### src/rtl/muldiv_pkg.sv
// Shared op codes, FSM state type and sign helpers for the HI/LO multiply/divide sequencer.
package muldiv_pkg;

    localparam logic [2:0] OP_MULT  = 3'd0;
    localparam logic [2:0] OP_MULTU = 3'd1;
    localparam logic [2:0] OP_DIV   = 3'd2;
    localparam logic [2:0] OP_DIVU  = 3'd3;
    localparam logic [2:0] OP_MTHI  = 3'd4;
    localparam logic [2:0] OP_MTLO  = 3'd5;

    typedef enum logic [1:0] {
        ST_IDLE,
        ST_RUN,
        ST_FIX
    } state_t;

    function automatic logic sign32(input logic [31:0] v);
        return v[31];
    endfunction

    // abs(0x8000_0000) stays 0x8000_0000, which is the correct unsigned magnitude.
    function automatic logic [31:0] abs32(input logic [31:0] v);
        return v[31] ? (~v + 32'd1) : v;
    endfunction

    function automatic logic op_is_muldiv(input logic [2:0] op);
        return op <= OP_DIVU;
    endfunction

    function automatic logic op_is_div(input logic [2:0] op);
        return (op == OP_DIV) || (op == OP_DIVU);
    endfunction

    function automatic logic op_is_signed(input logic [2:0] op);
        return (op == OP_MULT) || (op == OP_DIV);
    endfunction

endpackage

### src/rtl/muldiv_signfix.sv
// Sign conditioning around the unsigned multu/divu units: operand magnitudes and
// sign flags on the way in, conditional negation of the results on the way out.
module muldiv_signfix
    import muldiv_pkg::*;
(
    input  logic [31:0] rs_val,
    input  logic [31:0] rt_val,
    input  logic        is_signed,
    output logic [31:0] a_mag,
    output logic [31:0] b_mag,
    output logic        sgn_res,
    output logic        sgn_rem,
    input  logic [63:0] mul_z,
    input  logic [31:0] div_q,
    input  logic [31:0] div_r,
    input  logic        neg_res,
    input  logic        neg_rem,
    output logic [63:0] prod,
    output logic [31:0] quot,
    output logic [31:0] rem
);

    always_comb begin
        a_mag   = is_signed ? abs32(rs_val) : rs_val;
        b_mag   = is_signed ? abs32(rt_val) : rt_val;
        sgn_res = is_signed & (sign32(rs_val) ^ sign32(rt_val));
        sgn_rem = is_signed & sign32(rs_val);
    end

    always_comb begin
        prod = neg_res ? (~mul_z + 64'd1) : mul_z;
        quot = neg_res ? (~div_q + 32'd1) : div_q;
        rem  = neg_rem ? (~div_r + 32'd1) : div_r;
    end

endmodule

### src/rtl/muldiv_ctrl.sv
// Sequencer for the iterative multu/divu units and owner of architectural HI/LO.
// Optional build macro MULDIV_ABORT_EN: flush aborts an in-flight operation.
module muldiv_ctrl
    import muldiv_pkg::*;
#(
    parameter int MUL_LAT = 34,
    parameter int DIV_LAT = 34,
    parameter int CNT_W   = 6
) (
    input  logic        clk,
    input  logic        reset,
    input  logic        start,
    input  logic [2:0]  op,
    input  logic [31:0] rs_val,
    input  logic [31:0] rt_val,
    input  logic        rd_hilo,
    input  logic        flush,
    output logic [31:0] hi,
    output logic [31:0] lo,
    output logic        busy,
    output logic        stall,
    output logic        done,
    output logic        mul_we,
    output logic        div_we,
    output logic        unit_rst,
    output logic [31:0] mul_a,
    output logic [31:0] mul_b,
    output logic [31:0] div_a,
    output logic [31:0] div_b,
    input  logic [63:0] mul_z,
    input  logic [31:0] div_q,
    input  logic [31:0] div_r
);

    state_t           state, state_next;
    logic [CNT_W-1:0] count;
    logic [CNT_W-1:0] last_cnt;
    logic             run_div, div_zero, neg_res_q, neg_rem_q, rst_pend;
    logic [31:0]      zero_hi;

    logic             abort, start_ok, accept, launch_zero;
    logic [31:0]      a_mag, b_mag;
    logic             sgn_res, sgn_rem;
    logic [63:0]      prod;
    logic [31:0]      quot, rem;

`ifdef MULDIV_ABORT_EN
    assign abort = flush & (state != ST_IDLE);
`else
    logic unused_flush;
    assign unused_flush = flush;
    assign abort        = 1'b0;
`endif

    muldiv_signfix u_signfix (
        .rs_val    (rs_val),
        .rt_val    (rt_val),
        .is_signed (op_is_signed(op)),
        .a_mag     (a_mag),
        .b_mag     (b_mag),
        .sgn_res   (sgn_res),
        .sgn_rem   (sgn_rem),
        .mul_z     (mul_z),
        .div_q     (div_q),
        .div_r     (div_r),
        .neg_res   (neg_res_q),
        .neg_rem   (neg_rem_q),
        .prod      (prod),
        .quot      (quot),
        .rem       (rem)
    );

    // A held op is taken in the FIX cycle so decode loses no cycle after done.
    assign start_ok    = start & (op <= OP_MTLO);
    assign accept      = start_ok & ((state == ST_IDLE) | ((state == ST_FIX) & ~abort));
    assign launch_zero = op_is_div(op) & (rt_val == '0);
    assign last_cnt    = run_div ? CNT_W'(DIV_LAT - 1) : CNT_W'(MUL_LAT - 1);

    always_ff @(posedge clk or posedge reset) begin
        if (reset) state <= ST_IDLE;
        else       state <= state_next;
    end

    always_comb begin
        state_next = state;
        busy       = (state != ST_IDLE);
        done       = (state == ST_FIX) & ~abort;
        mul_we     = (state == ST_RUN) & ~run_div;
        div_we     = (state == ST_RUN) & run_div;
        stall      = (state == ST_RUN) & (start_ok | rd_hilo);
        case (state)
            ST_IDLE: begin
                if (accept && op_is_muldiv(op))
                    state_next = launch_zero ? ST_FIX : ST_RUN;
            end
            ST_RUN: begin
                if (abort)                  state_next = ST_IDLE;
                else if (count == last_cnt) state_next = ST_FIX;
            end
            ST_FIX: begin
                if (accept && op_is_muldiv(op))
                    state_next = launch_zero ? ST_FIX : ST_RUN;
                else
                    state_next = ST_IDLE;
            end
            default: state_next = ST_IDLE;
        endcase
    end

    always_ff @(posedge clk or posedge reset) begin
        if (reset) begin
            hi        <= '0;
            lo        <= '0;
            count     <= '0;
            mul_a     <= '0;
            mul_b     <= '0;
            div_a     <= '0;
            div_b     <= '0;
            run_div   <= 1'b0;
            div_zero  <= 1'b0;
            neg_res_q <= 1'b0;
            neg_rem_q <= 1'b0;
            zero_hi   <= '0;
            unit_rst  <= 1'b0;
            rst_pend  <= 1'b1;
        end else begin
            unit_rst <= rst_pend | abort;
            rst_pend <= 1'b0;
            if (state == ST_RUN)
                count <= count + 1'b1;
            if (done) begin
                if (div_zero) begin
                    lo <= '1;
                    hi <= zero_hi;
                end else if (run_div) begin
                    lo <= quot;
                    hi <= rem;
                end else begin
                    {hi, lo} <= prod;
                end
            end
            // Placed after the result write so an MTHI/MTLO taken in FIX wins.
            if (accept) begin
                case (op)
                    OP_MTHI: hi <= rs_val;
                    OP_MTLO: lo <= rs_val;
                    OP_MULT, OP_MULTU, OP_DIV, OP_DIVU: begin
                        count     <= '0;
                        run_div   <= op_is_div(op);
                        div_zero  <= launch_zero;
                        zero_hi   <= rs_val;
                        neg_res_q <= sgn_res;
                        neg_rem_q <= sgn_rem;
                        if (op_is_div(op)) begin
                            div_a <= a_mag;
                            div_b <= b_mag;
                        end else begin
                            mul_a <= a_mag;
                            mul_b <= b_mag;
                        end
                    end
                    default: ;
                endcase
            end
        end
    end

endmodule
### config.mk
export PLATFORM = sky130hd
export DESIGN_NAME = muldiv_ctrl
export DESIGN_NICKNAME = d
export VERILOG_FILES = /design/src/rtl/muldiv_pkg.sv /design/src/rtl/muldiv_signfix.sv /design/src/rtl/muldiv_ctrl.sv
export SDC_FILE = /design/constraint.sdc
export NUM_CORES = 1
export LEC_CHECK = 0
export ABC_AREA = 1
export BUFFER_PORTS_ARGS = -buffer_cell sky130_fd_sc_hd__buf_4
export CORE_ASPECT_RATIO = 0.5
export CORE_MARGIN = 5
export CORE_UTILIZATION = 53
export CTS_CLUSTER_DIAMETER = 200
export DETAILED_ROUTE_END_ITERATION = 8
export PLACE_DENSITY = 0.8
export SYNTH_ARGS = -nofsm -noshare
export SYNTH_HDL_FRONTEND = slang
export SYNTH_SLANG_ARGS = --single-unit
### constraint.sdc
create_clock -name clk -period 10.83 [get_ports clk]
set_input_delay 2.166 -clock clk [delete_from_list [all_inputs] [get_ports clk]]
set_output_delay 2.166 -clock clk [all_outputs]
set_load 0.02 [all_outputs]
; ---- Yosys cells after proc, flatten, opt, wreduce, memory -nomap -nowiden
; Index checks and enable logic that the tools add are counted.
[op_classes]
add_sub_neg = 6
n_lt_le_gt_ge = 2
n_eq_ne = 10
n_mux = 25
n_bitwise = 18
n_reduce_logical = 12
[ops]
columns = cell, count
row1 = $mux W32, 16
row2 = $add A32 B1 Y32 const B, 4
row3 = $not A32 Y32, 4
row4 = $add A64 B1 Y64 const B, 1
row5 = $mux W64, 1
row6 = $not A64 Y64, 1
row7 = $logic_not A32 Y1, 1
row8 = $mux W6, 3
row9 = $and A1 B1 Y1, 8
row10 = $mux W2, 4
row11 = $add A6 B1 Y6 const B, 1
row12 = $eq A3 B2 Y1 const B, 2
row13 = $eq A3 B3 Y1 const B, 2
row14 = $eq A6 B6 Y1 const B, 1
row15 = $pmux W2 S3, 1
row16 = $reduce_and A3 Y1, 2
row17 = $ne A2 B1 Y1 const B, 2
row18 = $reduce_and A2 Y1, 2
row19 = $reduce_or A4 Y1, 1
row20 = $eq A3 B1 Y1 const B, 1
row21 = $le A3 B2 Y1 const B, 1
row22 = $le A3 B3 Y1 const B, 1
row23 = $logic_not A3 Y1, 1
row24 = $eq A2 B1 Y1 const B, 1
row25 = 8 further kinds, 11
[word_totals]
reg_bits = 238
input_bits = 200
out_inout_bits = 198
wordCells = 88

; ---- Logic depth before layout (Yosys ltp)
; Gate-level depths: netlist of the first run.
[depth]
depth_word = 8
depth_mapped = 15
mapped_depth_nobuf = 15

; ---- Hierarchy
; A second synthesis of the first run with hierarchy kept.
[hier_totals]
cells_unflattened = 2348
hier_area_um2 = 16449.5
[by_module_without_submodules]
columns = module, n_inst, cells_per_inst, area_per_inst_um2, seq_area_each_um2
row1 = muldiv_ctrl, 1, 1187, 10561.4, 5957.0
row2 = muldiv_signfix, 1, 1161, 5888.1, 0.0

; ---- Least setup slack after synthesis of the first run
; Ideal clock, no wire load.
[synth_path]
path_kind = input -> output
from = in op[1]
to = out stall
t_arrival_ps = 2647
required_ps = 8664
path_slack_ps = 6017
stages = 3
path_buffers = 0
path_cell_list = inv_2 -> o21ai_1 -> a21oi_1
[synth_between]
elab_chain_len = 4
[synth_rtl]
columns = element, line
row1 = from (decl), muldiv_ctrl.sv:13  ; input logic [2:0] op,
row2 = $le A3 B3 Y1, muldiv_ctrl.sv:74  ; assign start_ok = start & (op <= OP_MTLO);
row3 = $and A1 B1 Y1, muldiv_ctrl.sv:74
row4 = $or A1 B1 Y1, muldiv_ctrl.sv:90  ; stall = (state == ST_RUN) & (start_ok | rd_hilo);
row5 = $and A1 B1 Y1, muldiv_ctrl.sv:90
row6 = to (decl), muldiv_ctrl.sv:21  ; output logic stall,
; Every way passes these cells.

; ---- Final worst setup path of the first run
; Same ends and word-level chain as after synthesis.

==> impl_metrics.csv, run 1 <==
group,metric,value,unit
synth,ys_warn_count,0,
synth,syn-cell-area,16570,um^2
final_layout,drive_gt1_share,18.98,%
drt,firstDrtPassIters,6,
worst_setup_path,rr_endpoint,"hi[0]",
timing,maxSlewViolCount,0,
grt,use_met1,46.33,%
pwr,p_leak,10.28,nW
grt,use_met3,5.848,%
job,max_cap_violations,0,
floorplanning,dieArea,35120,um^2
grt,grt_overflow_total,0,
drt,num_vias,18790,
pwr,ir_drop,0.0001356,V
clock_tree,insertion_delay,0.53,ns
synth,yosys.area.top_type,"dfrtp_1",
synth,synth-seq-cells,238,
timing,tightest_slew,1.124,ns
worst_setup_path,crit_chain,"buf_4, inv_2, o21ai_1, a21oi_1, buf_4",
timing,hold_ws,0.3920,ns
worst_setup_path,end_kind,"output port",
worst_setup_path,crit_fanout,4,
worst_setup_path,r2r_setup_slack,7.94,ns
final_layout,synthToLayoutAreaGrowth,24.60,%
grt,grt_pass1_vias,16910,
synth,syn_inst,2554,
worst_setup_path,startpoint,"op[1]",
synth,netlist_top_cells_area,"dfrtp_1 36%, nand2_1 17%, nand3_1 8.5%",
final_layout,nets,3087,
clock_tree,cts_resized,0,
floorplanning,start_util,54.20,%
placed_design,place.gp.congestion,0.9676,
worst_setup_path,cp_data_required_time,8.66,ns
timing,tns,0,ns
grt,grt_antenna_before_repair,4,
synth,syn-mean-instance-area,6.488,um^2
timing,period_needed,4.935,ns
worst_setup_path,crit_arrival,2.77,ns
placed_design,port-buffer-count,396,
grt,grt_usage,34.37,%
drt,post_drt_wl_per_cell,19.02,um
synth,syn-num-nets,2761,
pwr,total_power,5.374,mW
drt,wl,63240,um
worst_setup_path,crit_slowest_cell,"buf_4",
drt,remaining_drc_errors,0,
worst_setup_path,crit_type,"in -> out",
floorplanning,rows,45,
grt,grt_pass1_wl,95250,um
pwr,power_density,260.3,nW/um^2
clock_tree,cts_buffers,24,
clock_tree,clockRootBuffer,"clkbuf_16",
timing,clock_skew,0.009918,ns
timing,finalHoldViolations,0,
floorplanning,die_w,260.1,um
synth,synth-edff-count,0,
synth,synth_cell_type_count,51,
worst_setup_path,path_common_cell,"buf_4",
floorplanning,ioPinCount,398,
min_path,hp-class,"reg -> reg",
final_layout,final_util,67.53,%
worst_setup_path,worst_r2r_path_depth,8,
worst_setup_path,r2r-start,"neg_res_q",
status,status,"finished clean",
worst_setup_path,max_stage_delay,0.16,ns
drt,drt-vias-per-instance,5.652,
synth,synth.yosys.seq_area_share,35.95,%
clock_tree,clockBufferDepth,3,
timing,rsz0062_at_grt,"false",
worst_setup_path,crit_path_end,"stall",
timing,final-setup-viol-count,0,
synth,async_flop_share,100.0,%
synth,yosysMostFrequentCell,"nand2_1",
drt,drtIter0Drc,2136,
timing,fmax,202.6,MHz
synth,synth_common_cells,"748 x nand2_1, 312 x nor2_1, 281 x nand3_1",
grt,grt_max_degree,97,
worst_setup_path,worst_setup_path_start_kind,"input port",
placed_design,place_hpwl,47730,um
floorplanning,core,30570,um^2
grt,grt_util_met2,56.04,%
synth,yosysTopAreaCellShare,35.79,%
clock_tree,cts_setup_buffers,0,
synth,synthFlopType,"dfrtp_1",
clock_tree,postCtsHoldBufs,0,
grt,grt_busiest_layer,"met2",
timing,slew_headroom,24.97,%
drt,detail-route-antenna-nets,0,
clock_tree,cts_sinks,238,
clock_tree,clkTransAtPathRegs,0.06,ns
timing,min_period_over_period,45.57,%
clock_tree,htreeDepth,1,
floorplanning,die_h,135.0,um
clock_tree,cts_tree,"done",
per-layer routing:
metal / up-vias / routed length [um]
met5: - / 0
met4: 0 / 2706
met3: 158 / 6369
met2: 884 / 29260
met1: 8792 / 24900
li1: 8958 / -
registers in the layout, indices dropped and copies added, names as in the netlist:
signal / flops
count: 6
div_a: 32
div_b: 32
div_zero: 1
hi: 32
lo: 32
mul_a: 32
mul_b: 32
neg_rem_q: 1
neg_res_q: 1
rst_pend: 1
run_div: 1
state: 2
unit_rst: 1
zero_hi: 32
cell type report:
type,instances,area (um^2)
Fill cell,2809,9926
Multi-Input combinational cell,1963,9240
Sequential cell,238,5959
Timing Repair Buffer,409,3070
Inverter,244,923.4
Clock buffer,34,749.5
Tap cell,423,529.3
Clock inverter,10,165.2
Antenna cell,4,10.01
worst min path at each step:
stage | start | end | slack, ns | depth (start not counted)
final | rst_pend | unit_rst | 0.39 | 0
after global routing | rst_pend | unit_rst | 0.40 | 0
after CTS | rst_pend | unit_rst | 0.39 | 0
after detailed placement | rst_pend | unit_rst | 0.39 | 0
after global placement | rst_pend | unit_rst | 0.38 | 0
after floorplan | rst_pend | unit_rst | 0.38 | 0
critical path, delay by kind of cell:
family	cells	cell delay (ns)
buf+inv	3	0.37
compound gates	2	0.23
per-stage QoR:
stage | setup WS [ns] | area, um^2 | cells
6_report | 5.895 | 20650 | 3325
5_1_grt | 5.840 | 20650 | 3325
4_1_cts | 5.898 | 20640 | 3321
3_5_place_dp | 5.896 | 19720 | 3277
3_3_place_gp | 5.909 | 19720 | 3277
2_1_floorplan | 2.134 | 16570 | 2554
logic make-up (layout without fill, tap and decap cells):
| family | count (synthesis) | after routing | synth area share, % |
|---|---|---|---|
| simple gates | 1468 | 1468 | 38.49 |
| compound gates | 445 | 445 | 14.40 |
| buf+inv | 353 | 697 | 8.396 |
| flops | 238 | 238 | 35.95 |
| xor+xnor | 42 | 42 | 2.220 |
| fa+ha+maj | 7 | 7 | 0.5285 |
| other cells | 1 | 5 | 0.02263 |
power by group:
group	total (mW)	internal, mW	switching [mW]
Combinational	2.84	1.03	1.81
Clock	0.940	0.579	0.360
Sequential	1.59	1.33	0.267
cells in the final DEF, fill, tap and decap left out, drive strengths merged, types with 8 or more instances in the layout:
| cell | synthesis | routed |
|---|---|---|
| nand2 | 763 | 763 |
| buf | 56 | 409 |
| nor2 | 341 | 341 |
| nand3 | 287 | 287 |
| inv | 242 | 244 |
| dfrtp | 237 | 237 |
| o21ai | 203 | 203 |
| a21oi | 195 | 195 |
| xor2 | 41 | 41 |
| nand4 | 37 | 37 |
| clkbuf | 53 | 34 |
| nor3 | 22 | 22 |
| a22oi | 18 | 18 |
| o211ai | 9 | 9 |
| or2 | 8 | 8 |
Power figures use the tool's default switching activity.
==> run 2: changes to the inputs <==
Settings changed: ABC_AREA 1 to 0, CORE_UTILIZATION 53 to 48, PLACE_DENSITY 0.8 to 0.78.
Clock period 10.83 ns to 4 ns, I/O delays scaled along.
==> run 2 against run 1 <==
Sequential share of layout area grew 3.1 points; combinational power grew 120%; worst hold slack lost 0.0022 ns; global-route usage shrank 0.69 points; die area shrank 3.6%; largest cell class unchanged; non-clock buffer count grew 37; clock power grew 140%; final cell count shrank 24%; final area shrank 9.6%; via count shrank 19%; critical path type is now in -> reg; utilization shrank 3.9 points.
==> impl_metrics.csv, run 2 <==
group,metric,value,unit
final_layout,synthToLayoutAreaGrowth,29.33,%
synth,synth-edff-count,0,
grt,grt_usage,33.68,%
timing,clock_skew,0.006767,ns
final_layout,layout.area.seq,5959,um^2
synth,synth_fa_ha_area_share,0.6066,%
synth,ys_warn_count,0,
worst_setup_path,cp_data_required_time,4.43,ns
synth,async_flop_share,100.0,%
synth,yosys.area.top_type,"dfrtp_1",
final_layout,final_cell_mix,"444 x buf_4, 311 x nand2_1, 235 x dfrtp_1, 221 x o21ai_0, 112 x nor2_1",
synth,synth_top_family_by_area,"simple AND/OR/NAND/NOR gates",
synth,yosysMostFrequentCell,"nand2_1",
floorplanning,core,29340,um^2
synth,yosys.area_share.xor_xnor,9.585,%
timing,fmax,297.2,MHz
pwr,power_density,676.7,nW/um^2
timing,rsz0062_at_grt,"false",
placed_design,pre_cts_ws,0.1514,ns
final_layout,final_util,63.63,%
clock_tree,cts_buffers,24,
worst_setup_path,worst_r2r_path_depth,6,
timing,min_period_over_period,84.12,%
grt,grt_pass1_wl,88530,um
clock_tree,clkTransAtPathRegs,0.07,ns
placed_design,port-buffer-count,396,
clock_tree,cts_tree,"done",
final_layout,final_common_cell,"buf_4",
synth,synth-seq-cells,238,
drt,drt-vias-per-instance,6.074,
synth,synthSimpleGateAreaFrac,21.98,%
timing,final-setup-viol-count,0,
grt,grt_max_degree,143,
min_path,hp-class,"reg -> reg",
drt,firstDrtPassIters,6,
placed_design,place.gp.congestion,1.024,
floorplanning,die_h,132.6,um
timing,slew_headroom,35.59,%
final_layout,drive_gt1_share,24.79,%
placed_design,place_hpwl,45450,um
worst_setup_path,rr_endpoint,"lo[14]",
floorplanning,die_w,255.3,um
worst_setup_path,end_kind,"flip-flop",
final_layout,fill_cells,2608,
drt,num_vias,15250,
clock_tree,postCtsHoldBufs,0,
grt,grt_overflow_total,0,
synth,muxShareOfSynthArea,1.291,%
synth,yosysTopAreaCellShare,41.08,%
drt,drtIter0Drc,1900,
timing,period_needed,3.365,ns
timing,maxSlewViolCount,0,
synth,synth_cell_type_count,75,
min_path,hp-start,"rst_pend",
timing,tns,0,ns
synth,netlist_top_cells_area,"dfrtp_1 41%, nand2_1 8.1%, o21ai_0 7.7%",
floorplanning,dieArea,33860,um^2
synth,synth.yosys.seq_area_share,41.26,%
final_layout,nets,2308,
final_layout,stdcell_count,2511,
status,status,"finished clean",
drt,wl,59770,um
synth,synthFlopType,"dfrtp_1",
clock_tree,htreeDepth,1,
worst_setup_path,r2r-start,"neg_res_q",
floorplanning,rows,44,
clock_tree,cts_resized,0,
placed_design,dpl.cell_count,2466,
job,max_cap_violations,0,
synth,syn-num-nets,1950,
clock_tree,insertion_delay,0.55,ns
pwr,p_leak,8.254,nW
synth,synth_common_cells,"311 x nand2_1, 237 x dfrtp_1, 221 x o21ai_0",
min_path,hold_depth,0,
min_path,hold_end,"unit_rst",
grt,grt_pass1_vias,14210,
clock_tree,clockBufferDepth,3,
worst_setup_path,r2r_setup_slack,1.21,ns
synth,syn_inst,1743,
grt,grt_antenna_before_repair,2,
synth,syn-mean-instance-area,8.283,um^2
drt,post_drt_wl_per_cell,23.80,um
timing,tightest_slew,0.9661,ns
worst_setup_path,crit_type,"in -> reg",
clock_tree,clockRootBuffer,"clkbuf_16",
drt,remaining_drc_errors,0,
worst_setup_path,crit_fanout,9,
floorplanning,start_util,49.20,%
synth,syn-cell-area,14440,um^2
timing,finalHoldViolations,0,
pwr,ir_drop,0.0003654,V
worst_setup_path,worst_setup_path_start_kind,"input port",
synth,synth-compound-area-share,21.50,%
floorplanning,ioPinCount,398,
timing,fin_ws,0.6353,ns
clock_tree,cts_sinks,238,
clock_tree,cts_setup_buffers,0,
worst_setup_path,crit_arrival,3.80,ns
final_layout,multi_input_area,7951,um^2
drt,detail-route-antenna-nets,0,
==> run 2: cell types whose count changed in the layout (fill, tap and decap cells not counted), sizes merged, moves of 58 or more <==
cell   previous run  this run
nand2           763       311
or3               0        58
inv             244        26
xnor2             1        68
nor2            341       113
nand3           287        28
a21oi           195        94
==> run 2: cells by family after synthesis <==
kind of cell             after synthesis
AND/OR/NAND/NOR                      675
AO/OA/AOI/OAI                        505
flip-flops                           238
XOR/XNOR                             158
buffers and inverters                142
multiplexers                          17
adder cells (fa/ha/maj)                7
other                                  1
==> run 2: layout make-up <==
type                            instances  share of cell area (%)
Antenna cell                            2                 0.02680
Clock buffer                           33                   3.719
Clock inverter                         10                  0.4825
Inverter                               28                  0.5830
Multi-Input combinational cell       1363                   42.59
Sequential cell                       238                   31.92
Tap cell                              391                   2.620
Timing Repair Buffer                  446                   18.07
==> run 2: worst max-delay path, cell delays in order <==
cell and delay, ns:
buf_4 0.12, or4_4 0.55, or4b_4 0.58, or4_4 0.61, nor4_1 0.32, mux2i_1 0.32
buf_4 0.17, o32ai_1 0.08, a211o_1 0.23
==> run 2: stage by stage <==
stage / area, um^2 / total power [mW] / hold WS [ns]
after global routing: 18670 / 13.25 / 0.3920
after detailed placement: 17880 / 10.22 / 0.3813
after floorplan: 14440 / 7.355 / 0.3793
after global placement: 17880 / 10.11 / 0.3801
final: 18670 / 12.64 / 0.3897
after CTS: 18670 / 12.53 / 0.3906
==> run 2: worst max-delay path by stage <==
stage | from | endpoint | cells past startpoint
final | mul_z[32] | hi[21] | 9
after global routing | mul_z[32] | hi[21] | 9
after CTS | mul_z[32] | hi[21] | 9
after detailed placement | mul_z[32] | hi[21] | 9
after global placement | mul_z[32] | hi[21] | 9
after floorplan | reset | count[0] | 1
==> run 2: routing by layer <==
layer / vias up / wire length, um / part of all wire (%) / GRT usage, %
li1: 6928 / - / - / -
met1: 7229 / 24430 / 41 / 47.92
met2: 929 / 25590 / 43 / 49.66
met3: 167 / 7242 / 12 / 9.786
met4: 0 / 2505 / 4.2 / 10.70
met5: - / 0 / 0 / 0
==> run 2: power by group <==
| group | internal [mW] | total [mW] | switching [mW] | leakage, nW |
|---|---|---|---|---|
| combinational | 2.37 | 6.12 | 3.75 | 4.87 |
| sequential | 3.42 | 4.22 | 0.801 | 2.99 |
| clock | 1.28 | 2.30 | 1.02 | 0.395 |
| total | 7.07 | 12.6 | 5.56 | 8.25 |
==> run 3: changes to the inputs <==
Settings changed: ABC_AREA 0 to 1, CORE_UTILIZATION 48 to 53, PLACE_DENSITY 0.78 to 0.8.
Clock period 4 ns to 3.15 ns, I/O delays scaled along.
==> run 3 against run 2 <==
Global-route usage is 2.2 points higher; worst setup slack worse by 0.18 ns; via count is 24% higher; first-iteration DRC count is 30% higher; final area is 11% higher; clock skew is 0.0066 ns higher; critical path depth is 4 lower; sequential power is 30% higher; clock-buffer cell count is 1 higher; power is 45% higher; critical path type is now reg -> out; largest cell class unchanged.
==> impl_metrics.csv, run 3 (synthesized netlist as in run 1, its figures left out) <==
group,metric,value,unit
status,status,"finished clean",
clock_tree,insertion_delay,0.53,ns
placed_design,placedInstanceArea,19910,um^2
placed_design,pre_cts_ws,0.5768,ns
clock_tree,clockBufferDepth,3,
timing,fmax,371.2,MHz
timing,period_needed,2.694,ns
placed_design,place.gp.congestion,0.9741,
floorplanning,core,30570,um^2
pwr,power_density,887.7,nW/um^2
clock_tree,clkTransAtPathRegs,0.06,ns
final_layout,fin_area,20710,um^2
timing,fin_ws,0.4559,ns
placed_design,dpl.cell_count,3293,
final_layout,layout.area.seq,5958,um^2
grt,grt_pass1_wl,99810,um
clock_tree,cts_resized,0,
timing,finalHoldViolations,0,
grt,grt_antenna_before_repair,1,
clock_tree,cts_setup_buffers,0,
clock_tree,cts_tree,"done",
job,max_cap_violations,0,
grt,grt_usage,35.89,%
clock_tree,htreeDepth,1,
timing,final-setup-viol-count,0,
drt,drtIter0Drc,2476,
floorplanning,die_w,260.1,um
worst_setup_path,worst_setup_path_start_kind,"flip-flop",
drt,detail-route-antenna-nets,0,
drt,drt-vias-per-instance,5.683,
final_layout,final_common_cell,"nand2_1",
worst_setup_path,r2r_setup_slack,0.87,ns
placed_design,port-buffer-count,396,
final_layout,nets,3103,
worst_setup_path,rr_endpoint,"lo[2]",
timing,min_period_over_period,85.53,%
worst_setup_path,crit_fanout,7,
clock_tree,clockRootBuffer,"clkbuf_16",
timing,rsz0062_at_grt,"false",
floorplanning,ioPinCount,398,
clock_tree,cts_sinks,238,
final_layout,fill_cells,2804,
grt,grt_pass1_vias,17690,
clock_tree,postCtsHoldBufs,0,
pwr,p_leak,10.31,nW
timing,maxSlewViolCount,0,
drt,firstDrtPassIters,6,
timing,clock_skew,0.01335,ns
floorplanning,die_h,135.0,um
floorplanning,dieArea,35120,um^2
final_layout,drive_gt1_share,19.10,%
pwr,ir_drop,0.0004935,V
drt,post_drt_wl_per_cell,19.63,um
timing,tightest_slew,0.7859,ns
min_path,hp-class,"in -> async",
floorplanning,start_util,54.20,%
worst_setup_path,worst_r2r_path_depth,6,
drt,num_vias,18950,
drt,remaining_drc_errors,0,
final_layout,stdcell_count,3335,
grt,grt_overflow_total,0,
final_layout,synthToLayoutAreaGrowth,24.95,%
placed_design,place_hpwl,50340,um
clock_tree,cts_buffers,24,
drt,wl,65480,um
worst_setup_path,crit_arrival,2.06,ns
floorplanning,rows,45,
grt,grt_max_degree,115,
worst_setup_path,end_kind,"output port",
worst_setup_path,cp_data_required_time,2.52,ns
final_layout,final_cell_mix,"747 x nand2_1, 419 x buf_4, 310 x nor2_1, 281 x nand3_1, 236 x dfrtp_1",
final_layout,multi_input_area,9240,um^2
worst_setup_path,r2r-start,"neg_res_q",
worst_setup_path,crit_type,"reg -> out",
timing,slew_headroom,47.06,%
-- run 3: cell count changes in the layout (fill, tap and decap cells not counted), moves of 29 or more --
cell / before / now
a21oi_1: 94 / 194
inv_1: 25 / 224
nand2_1: 311 / 747
nand3_1: 28 / 281
nor2_1: 112 / 310
nor3_1: 44 / 15
o21ai_0: 221 / 148
o21ai_1: 7 / 51
o31ai_1: 44 / 6
or3_1: 56 / 0
xnor2_1: 68 / 1
xor2_1: 90 / 41
-- run 3: how the worst max path moves through the flow --
stage | slack [ns] | cells after the start | startpoint | endpoint
floorplan | -0.60 | 1 | reset | count[0]
global placement | 0.60 | 12 | div_r[0] | hi[30]
detailed placement | 0.58 | 10 | op[1] | mul_a[7]
CTS | 0.50 | 5 | state[0] | stall
global route | 0.28 | 5 | state[0] | stall
finish | 0.46 | 5 | state[0] | stall
-- run 3: power by group --
part	leakage (nW)	switching (mW)	internal [mW]	total, mW
clock network	0.380	1.22	1.69	2.91
registers	2.93	0.927	4.56	5.49
logic	7.00	6.39	3.59	9.98
total	10.3	8.54	9.84	18.4
-- run 3: final cells by class --
cell class | instances | share of cell area [%]
antenna | 1 | 0.01209
clock buffer | 34 | 3.330
clock inverter | 7 | 0.4895
inverter | 244 | 4.441
multi-input combinational | 1963 | 44.63
sequential | 238 | 28.78
tap | 423 | 2.556
timing repair buffer | 425 | 15.77
-- run 3: per-layer routing --
| metal | vias to the layer above | share of wire (%) | track usage (%) |
|---|---|---|---|
| met3 | 149 | 9.5 | 5.904 |
| met1 | 8846 | 41 | 49.30 |
| li1 | 8986 | - | - |
| met5 | - | 0 | 0 |
| met4 | 0 | 3.7 | 11.78 |
| met2 | 972 | 46 | 58.55 |
-- run 3: metrics by stage --
stage | power (mW) | utilization (%) | TNS, ns | hold WS (ns)
final | 18.38 | 67.73 | 0 | 0.07931
after detailed placement | 15.26 | 65.13 | 0 | 0.3848
after floorplan | 10.93 | - | -141.97 | 0.3793
after global placement | 15.06 | 65.13 | 0 | 0.3804
after global routing | 19.36 | 67.73 | 0 | 0.09532
after CTS | 18.21 | 67.72 | 0 | 0.07033
-- run 3: worst max-delay path: stages, from the launching register on --
cell and delay, ns:
dfrtp_1 0.39, inv_1 0.07, nor2_1 0.36, inv_1 0.35, a21oi_1 0.20, buf_4 0.16
